### src/rtl/bus_txn_scheduler_if.sv
// Bundle of the per-core request, snoop broadcast and shared-memory signals of bus_txn_scheduler.
// The slave modport is the scheduler; the master modport is the cores/memory side.
interface bus_txn_scheduler_if #(
  parameter int NUM_CORES  = 4,
  parameter int ADDR_WIDTH = 64
);
  localparam int IDW = $clog2(NUM_CORES);

  logic [NUM_CORES-1:0]                 req_valid;
  logic [NUM_CORES-1:0][1:0]            req_type;
  logic [NUM_CORES-1:0][ADDR_WIDTH-1:0] req_addr;
  logic [NUM_CORES-1:0]                 req_ready;
  logic                                 bus_valid;
  logic [1:0]                           bus_type;
  logic [ADDR_WIDTH-1:0]                bus_addr;
  logic [IDW-1:0]                       granted_core_id;
  logic [NUM_CORES-1:0]                 snoop_resp;
  logic                                 mem_req_valid;
  logic [ADDR_WIDTH-1:0]                mem_req_addr;
  logic                                 mem_req_ready;
  logic                                 mem_resp_valid;
  logic [NUM_CORES-1:0]                 resp_valid;
  logic                                 resp_shared;
  logic                                 resp_error;
  logic                                 busy;

  modport slave (
    input  req_valid, req_type, req_addr, snoop_resp, mem_req_ready, mem_resp_valid,
    output req_ready, bus_valid, bus_type, bus_addr, granted_core_id,
           mem_req_valid, mem_req_addr, resp_valid, resp_shared, resp_error, busy
  );

  modport master (
    output req_valid, req_type, req_addr, snoop_resp, mem_req_ready, mem_resp_valid,
    input  req_ready, bus_valid, bus_type, bus_addr, granted_core_id,
           mem_req_valid, mem_req_addr, resp_valid, resp_shared, resp_error, busy
  );
endinterface

### src/rtl/bus_txn_scheduler.sv
// Single-outstanding coherency transaction sequencer: round-robin grant, snoop broadcast/collect,
// memory read, one-hot completion. Define BUS_SCHED_TIMEOUT_EN to enable the MEM_WAIT watchdog.
module bus_txn_scheduler #(
  parameter int NUM_CORES  = 4,
  parameter int ADDR_WIDTH = 64,
  parameter int SNOOP_WAIT = 2,
  parameter int TIMEOUT    = 255
) (
  input logic              clk,
  input logic              rst,
  bus_txn_scheduler_if.slave bus_io
);
  localparam int IDW = $clog2(NUM_CORES);
  localparam int SWW = $clog2(SNOOP_WAIT + 1);
  localparam logic [SWW-1:0] SW_LAST = SWW'(SNOOP_WAIT - 1);

  if (NUM_CORES < 2 || SNOOP_WAIT < 1 || TIMEOUT < 1) begin : g_param_check
    $error("bus_txn_scheduler: NUM_CORES, SNOOP_WAIT or TIMEOUT out of range");
  end

  typedef enum logic [2:0] {
    S_IDLE, S_BCAST, S_SNOOP, S_MEM_REQ, S_MEM_WAIT, S_DONE
  } state_e;

  state_e                state_q, state_d;
  logic [IDW-1:0]        rr_q, rr_d, id_q, id_d;
  logic [1:0]            type_q, type_d;
  logic [ADDR_WIDTH-1:0] addr_q, addr_d;
  logic [NUM_CORES-1:0]  acc_q, acc_d;
  logic [SWW-1:0]        scnt_q, scnt_d;
  logic                  err_q, err_d;
  logic [NUM_CORES-1:0]  cand, id_oh;
  logic [IDW-1:0]        sel, idx;
  logic                  found;
  logic                  expired;

  // First eligible requester at or after the round-robin pointer.
  always_comb begin
    found = 1'b0;
    sel   = rr_q;
    idx   = '0;
    for (int i = 0; i < NUM_CORES; i++) begin
      cand[i] = bus_io.req_valid[i] & (bus_io.req_type[i] != 2'b00);
    end
    for (int i = 0; i < NUM_CORES; i++) begin
      idx = rr_q + IDW'(i);
      if (!found && cand[idx]) begin
        found = 1'b1;
        sel   = idx;
      end
    end
  end

  always_comb begin
    id_oh        = '0;
    id_oh[id_q]  = 1'b1;
  end

`ifdef BUS_SCHED_TIMEOUT_EN
  localparam int TOW = $clog2(TIMEOUT + 1);
  localparam logic [TOW-1:0] TO_LAST = TOW'(TIMEOUT - 1);
  logic [TOW-1:0] tcnt_q, tcnt_d;

  // Counter only runs while in MEM_WAIT, so it is zero on every entry.
  always_comb begin
    tcnt_d = (state_q == S_MEM_WAIT) ? tcnt_q + TOW'(1) : '0;
  end

  always_ff @(posedge clk) begin
    if (rst) tcnt_q <= '0;
    else     tcnt_q <= tcnt_d;
  end

  assign expired = (state_q == S_MEM_WAIT) && (tcnt_q == TO_LAST);
`else
  assign expired = 1'b0;
`endif

  always_ff @(posedge clk) begin
    if (rst) state_q <= S_IDLE;
    else     state_q <= state_d;
  end

  always_comb begin
    state_d = state_q;
    case (state_q)
      S_IDLE:     if (found) state_d = S_BCAST;
      S_BCAST:    state_d = S_SNOOP;
      S_SNOOP:    if (scnt_q == SW_LAST) state_d = (type_q == 2'b11) ? S_DONE : S_MEM_REQ;
      S_MEM_REQ:  if (bus_io.mem_req_ready) state_d = S_MEM_WAIT;
      S_MEM_WAIT: if (bus_io.mem_resp_valid || expired) state_d = S_DONE;
      S_DONE:     state_d = S_IDLE;
      default:    state_d = S_IDLE;
    endcase
  end

  always_comb begin
    rr_d   = rr_q;
    id_d   = id_q;
    type_d = type_q;
    addr_d = addr_q;
    acc_d  = acc_q;
    scnt_d = '0;
    err_d  = err_q;
    case (state_q)
      S_IDLE: begin
        acc_d = '0;
        err_d = 1'b0;
        if (found) begin
          id_d   = sel;
          type_d = bus_io.req_type[sel];
          addr_d = bus_io.req_addr[sel];
        end
      end
      S_BCAST: begin
        rr_d  = id_q + IDW'(1);
        acc_d = acc_q | (bus_io.snoop_resp & ~id_oh);
      end
      S_SNOOP: begin
        acc_d  = acc_q | (bus_io.snoop_resp & ~id_oh);
        scnt_d = scnt_q + SWW'(1);
      end
      S_MEM_WAIT: if (!bus_io.mem_resp_valid && expired) err_d = 1'b1;
      default: ;
    endcase
  end

  always_ff @(posedge clk) begin
    if (rst) begin
      rr_q   <= '0;
      id_q   <= '0;
      acc_q  <= '0;
      scnt_q <= '0;
      err_q  <= 1'b0;
    end else begin
      rr_q   <= rr_d;
      id_q   <= id_d;
      acc_q  <= acc_d;
      scnt_q <= scnt_d;
      err_q  <= err_d;
    end
  end

  // Latched request payload; only observed through state-gated outputs.
  always_ff @(posedge clk) begin
    type_q <= type_d;
    addr_q <= addr_d;
  end

  always_comb begin
    bus_io.req_ready       = '0;
    bus_io.bus_valid       = 1'b0;
    bus_io.bus_type        = 2'b00;
    bus_io.bus_addr        = '0;
    bus_io.granted_core_id = id_q;
    bus_io.mem_req_valid   = 1'b0;
    bus_io.mem_req_addr    = '0;
    bus_io.resp_valid      = '0;
    bus_io.resp_shared     = 1'b0;
    bus_io.resp_error      = 1'b0;
    bus_io.busy            = (state_q != S_IDLE);
    case (state_q)
      S_BCAST: begin
        bus_io.bus_valid = 1'b1;
        bus_io.bus_type  = type_q;
        bus_io.bus_addr  = addr_q;
        bus_io.req_ready = id_oh;
      end
      S_MEM_REQ: begin
        bus_io.mem_req_valid = 1'b1;
        bus_io.mem_req_addr  = addr_q;
      end
      S_DONE: begin
        bus_io.resp_valid  = id_oh;
        bus_io.resp_shared = |acc_q;
        bus_io.resp_error  = err_q;
      end
      default: ;
    endcase
  end
endmodule

### src/flat_wrapper.sv
// flat-port wrapper written by rule: the top's interface ports become plain ports
module bus_txn_scheduler_flat 
#(
  parameter int NUM_CORES  = 4,
  parameter int ADDR_WIDTH = 64,
  parameter int SNOOP_WAIT = 2,
  parameter int TIMEOUT    = 255
)
  (clk, rst, bus_io_req_valid, bus_io_req_type, bus_io_req_addr, bus_io_snoop_resp, bus_io_mem_req_ready, bus_io_mem_resp_valid, bus_io_req_ready, bus_io_bus_valid, bus_io_bus_type, bus_io_bus_addr, bus_io_granted_core_id, bus_io_mem_req_valid, bus_io_mem_req_addr, bus_io_resp_valid, bus_io_resp_shared, bus_io_resp_error, bus_io_busy);
  bus_txn_scheduler_if #(.NUM_CORES(NUM_CORES), .ADDR_WIDTH(ADDR_WIDTH)) bus_io_i ();
  input logic clk;
  input logic rst;
  input wire logic [$bits(bus_io_i.req_valid)-1:0] bus_io_req_valid;
  input wire logic [$bits(bus_io_i.req_type)-1:0] bus_io_req_type;
  input wire logic [$bits(bus_io_i.req_addr)-1:0] bus_io_req_addr;
  input wire logic [$bits(bus_io_i.snoop_resp)-1:0] bus_io_snoop_resp;
  input wire logic [$bits(bus_io_i.mem_req_ready)-1:0] bus_io_mem_req_ready;
  input wire logic [$bits(bus_io_i.mem_resp_valid)-1:0] bus_io_mem_resp_valid;
  output wire logic [$bits(bus_io_i.req_ready)-1:0] bus_io_req_ready;
  output wire logic [$bits(bus_io_i.bus_valid)-1:0] bus_io_bus_valid;
  output wire logic [$bits(bus_io_i.bus_type)-1:0] bus_io_bus_type;
  output wire logic [$bits(bus_io_i.bus_addr)-1:0] bus_io_bus_addr;
  output wire logic [$bits(bus_io_i.granted_core_id)-1:0] bus_io_granted_core_id;
  output wire logic [$bits(bus_io_i.mem_req_valid)-1:0] bus_io_mem_req_valid;
  output wire logic [$bits(bus_io_i.mem_req_addr)-1:0] bus_io_mem_req_addr;
  output wire logic [$bits(bus_io_i.resp_valid)-1:0] bus_io_resp_valid;
  output wire logic [$bits(bus_io_i.resp_shared)-1:0] bus_io_resp_shared;
  output wire logic [$bits(bus_io_i.resp_error)-1:0] bus_io_resp_error;
  output wire logic [$bits(bus_io_i.busy)-1:0] bus_io_busy;
  assign bus_io_i.req_valid = bus_io_req_valid;
  assign bus_io_i.req_type = bus_io_req_type;
  assign bus_io_i.req_addr = bus_io_req_addr;
  assign bus_io_i.snoop_resp = bus_io_snoop_resp;
  assign bus_io_i.mem_req_ready = bus_io_mem_req_ready;
  assign bus_io_i.mem_resp_valid = bus_io_mem_resp_valid;
  assign bus_io_req_ready = bus_io_i.req_ready;
  assign bus_io_bus_valid = bus_io_i.bus_valid;
  assign bus_io_bus_type = bus_io_i.bus_type;
  assign bus_io_bus_addr = bus_io_i.bus_addr;
  assign bus_io_granted_core_id = bus_io_i.granted_core_id;
  assign bus_io_mem_req_valid = bus_io_i.mem_req_valid;
  assign bus_io_mem_req_addr = bus_io_i.mem_req_addr;
  assign bus_io_resp_valid = bus_io_i.resp_valid;
  assign bus_io_resp_shared = bus_io_i.resp_shared;
  assign bus_io_resp_error = bus_io_i.resp_error;
  assign bus_io_busy = bus_io_i.busy;
  bus_txn_scheduler #(.NUM_CORES(NUM_CORES), .ADDR_WIDTH(ADDR_WIDTH), .SNOOP_WAIT(SNOOP_WAIT), .TIMEOUT(TIMEOUT)) u_core (.clk(clk), .rst(rst), .bus_io(bus_io_i));
endmodule
### config.mk
export PLATFORM = sky130hd
export DESIGN_NAME = bus_txn_scheduler_flat
export DESIGN_NICKNAME = d
export VERILOG_FILES = /design/src/rtl/bus_txn_scheduler_if.sv /design/src/rtl/bus_txn_scheduler.sv /design/src/flat_wrapper.sv
export SDC_FILE = /design/constraint.sdc
export NUM_CORES = 1
export LEC_CHECK = 0
export CORE_AREA = 3 3 162 164
export DETAILED_ROUTE_END_ITERATION = 10
export DIE_AREA = 0 0 165 167
export PLACE_DENSITY = 0.58
export REMOVE_ABC_BUFFERS = 1
export SYNTH_ARGS = -nofsm -noshare
export SYNTH_HDL_FRONTEND = slang
export SYNTH_SLANG_ARGS = --single-unit
export TNS_END_PERCENT = 10
### constraint.sdc
create_clock -name clk -period 9.3 [get_ports clk]
set_input_delay 2.325 -clock clk [delete_from_list [all_inputs] [get_ports clk]]
set_output_delay 2.325 -clock clk [all_outputs]
set_load 0.02 [all_outputs]
==> implementation parameters <==
Parameter                              Value

Critical path
  Required time worst endpoint    roughly 7000 ps
  Type of origin of the critical path    register
  Largest stage delay on the critical path    740 ps
  WP data arrival    roughly 3100 ps
  Slowest cell on the critical path    inv_2
  Nature of the critical path endpoint    output port
  Class of the most critical setup path    register to output port
  Cell-by-cell trace of the critical path    inv_1 -> or2_1 -> inv_2 -> and2_1 -> clkdlybuf4s50_1
  Crit Path Max Fanout    65

STA
  Maximum clock frequency    roughly 0.19 GHz
  Fin crit share    57.9%
  Worst rel slew slack    27.0%
  Unrepaired setup endpoints after global routing    no
  Final-report max-slew violation count    0
  Finish-stage setup viols    0
  Slew at the pin with the worst max-slew slack    about 1100 ps
  Worst Clk Skew    between 15 and 20 ps
  Setup_tns    0 ps
  Time the final worst path needs with I/O delays and setup    ~5400 ps
  Hold violation count in the final report    0

Power and ir drop
  Leakage power summed over all cells    between 4 and 5 nW
  Peak VDD IR    around 0.084 mV
  Pwr/cell area    approximately 170 nW/um2

CTS
  Clock latency on the worst-skew pair    340 ps
  Clock tree from TritonCTS    yes
  Max Buffers Root-to-Sink    2
  Number of resized instances in the post-cts repair step    0
  Setup fix buffers added after clock tree synthesis    0
  CTS clk-pin slew, worst paths    roughly 60 ps
  Max H-tree Level    3
  Hold-fix buffer count after cts    0
  Clk sink count    79
  CTS buffer count    9
  Clock tree root driver cell    clkbuf_16

Synthesis
  Sequential element share of the synthesized area    38.0%
  Fraction of synthesis flops using an asynchronous set or reset pin    0%
  Synthesis-stage register bit count    between 70 and 80
  Area of the mapped netlist    around 5900 um2
  Count of distinct cell types in the synthesized netlist    41
  Most used DFF post-synth    edfxtp_1
  Instance count of the mapped netlist    538
  Top post-synthesis cells by area    mux2i_1 (34%), edfxtp_1 (34%), and2_1 (14%), dfxtp_1 (4.4%), buf_12 (2.4%)
  Syn Area/Cell    approximately 11 um2
  Synth top area share    33.9%
  Number of warnings issued by yosys    0
  Number of synthesized flops with an enable pin    66
  Area leader, netlist    mux2i_1

Routing
  Drt first pass iters    4
  Wire length per cell after detailed routing    18.6 um
  Via/cell ratio    around 4.3
  Post-route antenna net violation count    0
  Total Wirelength    roughly 24000 um
  DRC viols    0
  Initial detailed-routing violation count    130
  Via total after detailed routing    approximately 5500

Run
  Max-cap check violation count    0

Run status
  Result of the run    complete, no violations

Floorplanning
  Die Footprint    roughly 28000 um2
  Horizontal die dimension    165 um
  I/O pin total    421
  Effective utilization at floorplan    between 20% and 30%
  Site Rows    58
  Die outline height    167 um
  Std-Cell Core Area    25000 um2

Global route
  Antenna violations before repair    0
  Gr usage total    16.5%
  Wire length of the first global-routing pass    approximately 35000 um
  Total overflow reported by the global router    0
  Largest net degree at the start of global routing    128
  Vias in the first global route    between 5000 and 6000

Final layout
  Core occupancy in the finished layout    a little over two fifths
  Area growth from synthesis to final layout    79.0%
  Share of cells above drive strength 1    approximately 2.6%
  Fin nets    about 1200

Placement
  Final weighted congestion in routability-driven placement    around 0.78
  Total of buffers placed on input and output ports    419
  Final HPWL from detailed placement    ~18000 um

Min path
  Worst min path class    register to register
==> power breakdown <==
group          total (W)  internal [W]  leakage (nW)  switching, W
combinational   0.000859      0.000431          3.26      0.000428
sequential      0.000612      0.000536         0.750     0.0000762
clock           0.000355      0.000207         0.132      0.000148
total            0.00183       0.00117          4.14      0.000652
==> synth_stat cells (2+ instances only) <==
cell type,instances
inv_1,9
o21a_1,3
and2_1,134
o22ai_1,2
buf_2,11
o21ai_1,3
dfxtp_1,13
o32a_1,2
nor2_1,12
nor3_1,6
nor4_1,2
nand2b_1,3
a2bb2oi_1,2
nor2b_1,3
edfxtp_1,66
mux2i_1,200
a21oi_1,5
buf_12,7
clkbuf_1,22
nand2_1,3
ha_1,5
o21ai_0,3
a32oi_1,4
==> logic make-up (layout without fill, tap and decap cells) <==
family	count (synthesis)	in the layout	share of synthesized area [%]
adder cells (fa/ha/maj)	5	5	1.06
AND/OR/NAND/NOR	167	167	16.9
buffers and inverters	53	450	5.91
XOR/XNOR	1	1	0.148
other	1	3	0.0635
AO/OA/AOI/OAI	32	32	4.01
flip-flops	79	79	38.0
multiplexers	200	200	33.9
==> layout make-up <==
cell class	instances	area, um2
Fill cell	2468	14500
Timing Repair Buffer	424	4240
Multi-Input combinational cell	406	3330
Sequential cell	79	2240
Tap cell	330	413
Clock buffer	10	229
Clock inverter	6	61.3
Inverter	10	37.5
Antenna cell	2	5.00
==> cells in the final DEF (no fill, tap or decap), types with 2 or more instances in the layout <==
master	count
buf_4	4
nor4_1	2
o32a_1	2
inv_1	9
ha_1	5
and2_1	134
clkdlybuf4s50_1	419
nor2b_1	2
nand2b_1	3
nor3_1	5
dfxtp_1	13
o21ai_0	3
a32oi_1	4
o22ai_1	2
o21a_1	3
edfxtp_1	66
a2bb2oi_1	2
diode_2	2
nor2_1	12
nand2_1	2
clkbuf_16	9
a21oi_1	5
clkinvlp_4	3
mux2i_1	200
o21ai_1	3
==> sequential cells by signal (all words and copies together), names as in the netlist <==
name                           flops
u_core.acc_q                       4
u_core.addr_q                     64
u_core.bus_io.granted_core_id      2
u_core.rr_q                        2
u_core.scnt_q                      2
u_core.state_q                     3
u_core.type_q                      2
==> path summary, 6_finish.rpt <==
path	start	cells after the start	slack [ps]	end
max	u_core.state_q[0]	5	3920	bus_io_mem_req_addr[22]
min	u_core.scnt_q[0]	1	420	u_core.scnt_q[0]
max reg2reg	u_core.state_q[0]	3	6480	u_core.addr_q[21]
min reg2reg	u_core.scnt_q[0]	1	420	u_core.scnt_q[0]
==> metal layers <==
layer  up-vias  global-route usage [%]  routed length (um)
met3        24                    4.48                1750
met1      2496                    19.6                9600
met5         -                       0                   0
met4         0                    4.34                 378
li1       2716                       -                   -
met2       233                    29.0               11900
==> critical path, delay by kind of cell (launching register included) <==
family                 cells  cell delay, ps
and+or+nand+nor            2             560
DFF                        1             540
buffers and inverters      3            1570
==> through the flow <==
stage | area, um2 | hold WS [ps] | setup WS [ps] | power [W] | cells
after CTS | 10600 | 429 | 3820 | 0.00186 | 1265
after global routing | 10600 | 462 | 3670 | 0.00193 | 1265
after global placement | 10300 | 416 | 4020 | 0.00149 | 1249
final | 10600 | 425 | 3920 | 0.00183 | 1267
after detailed placement | 10300 | 421 | 4070 | 0.00149 | 1249
after floorplan | 5590 | 404 | 872 | 0.00112 | 495
Note: power is estimated with default switching activity, not from simulation.
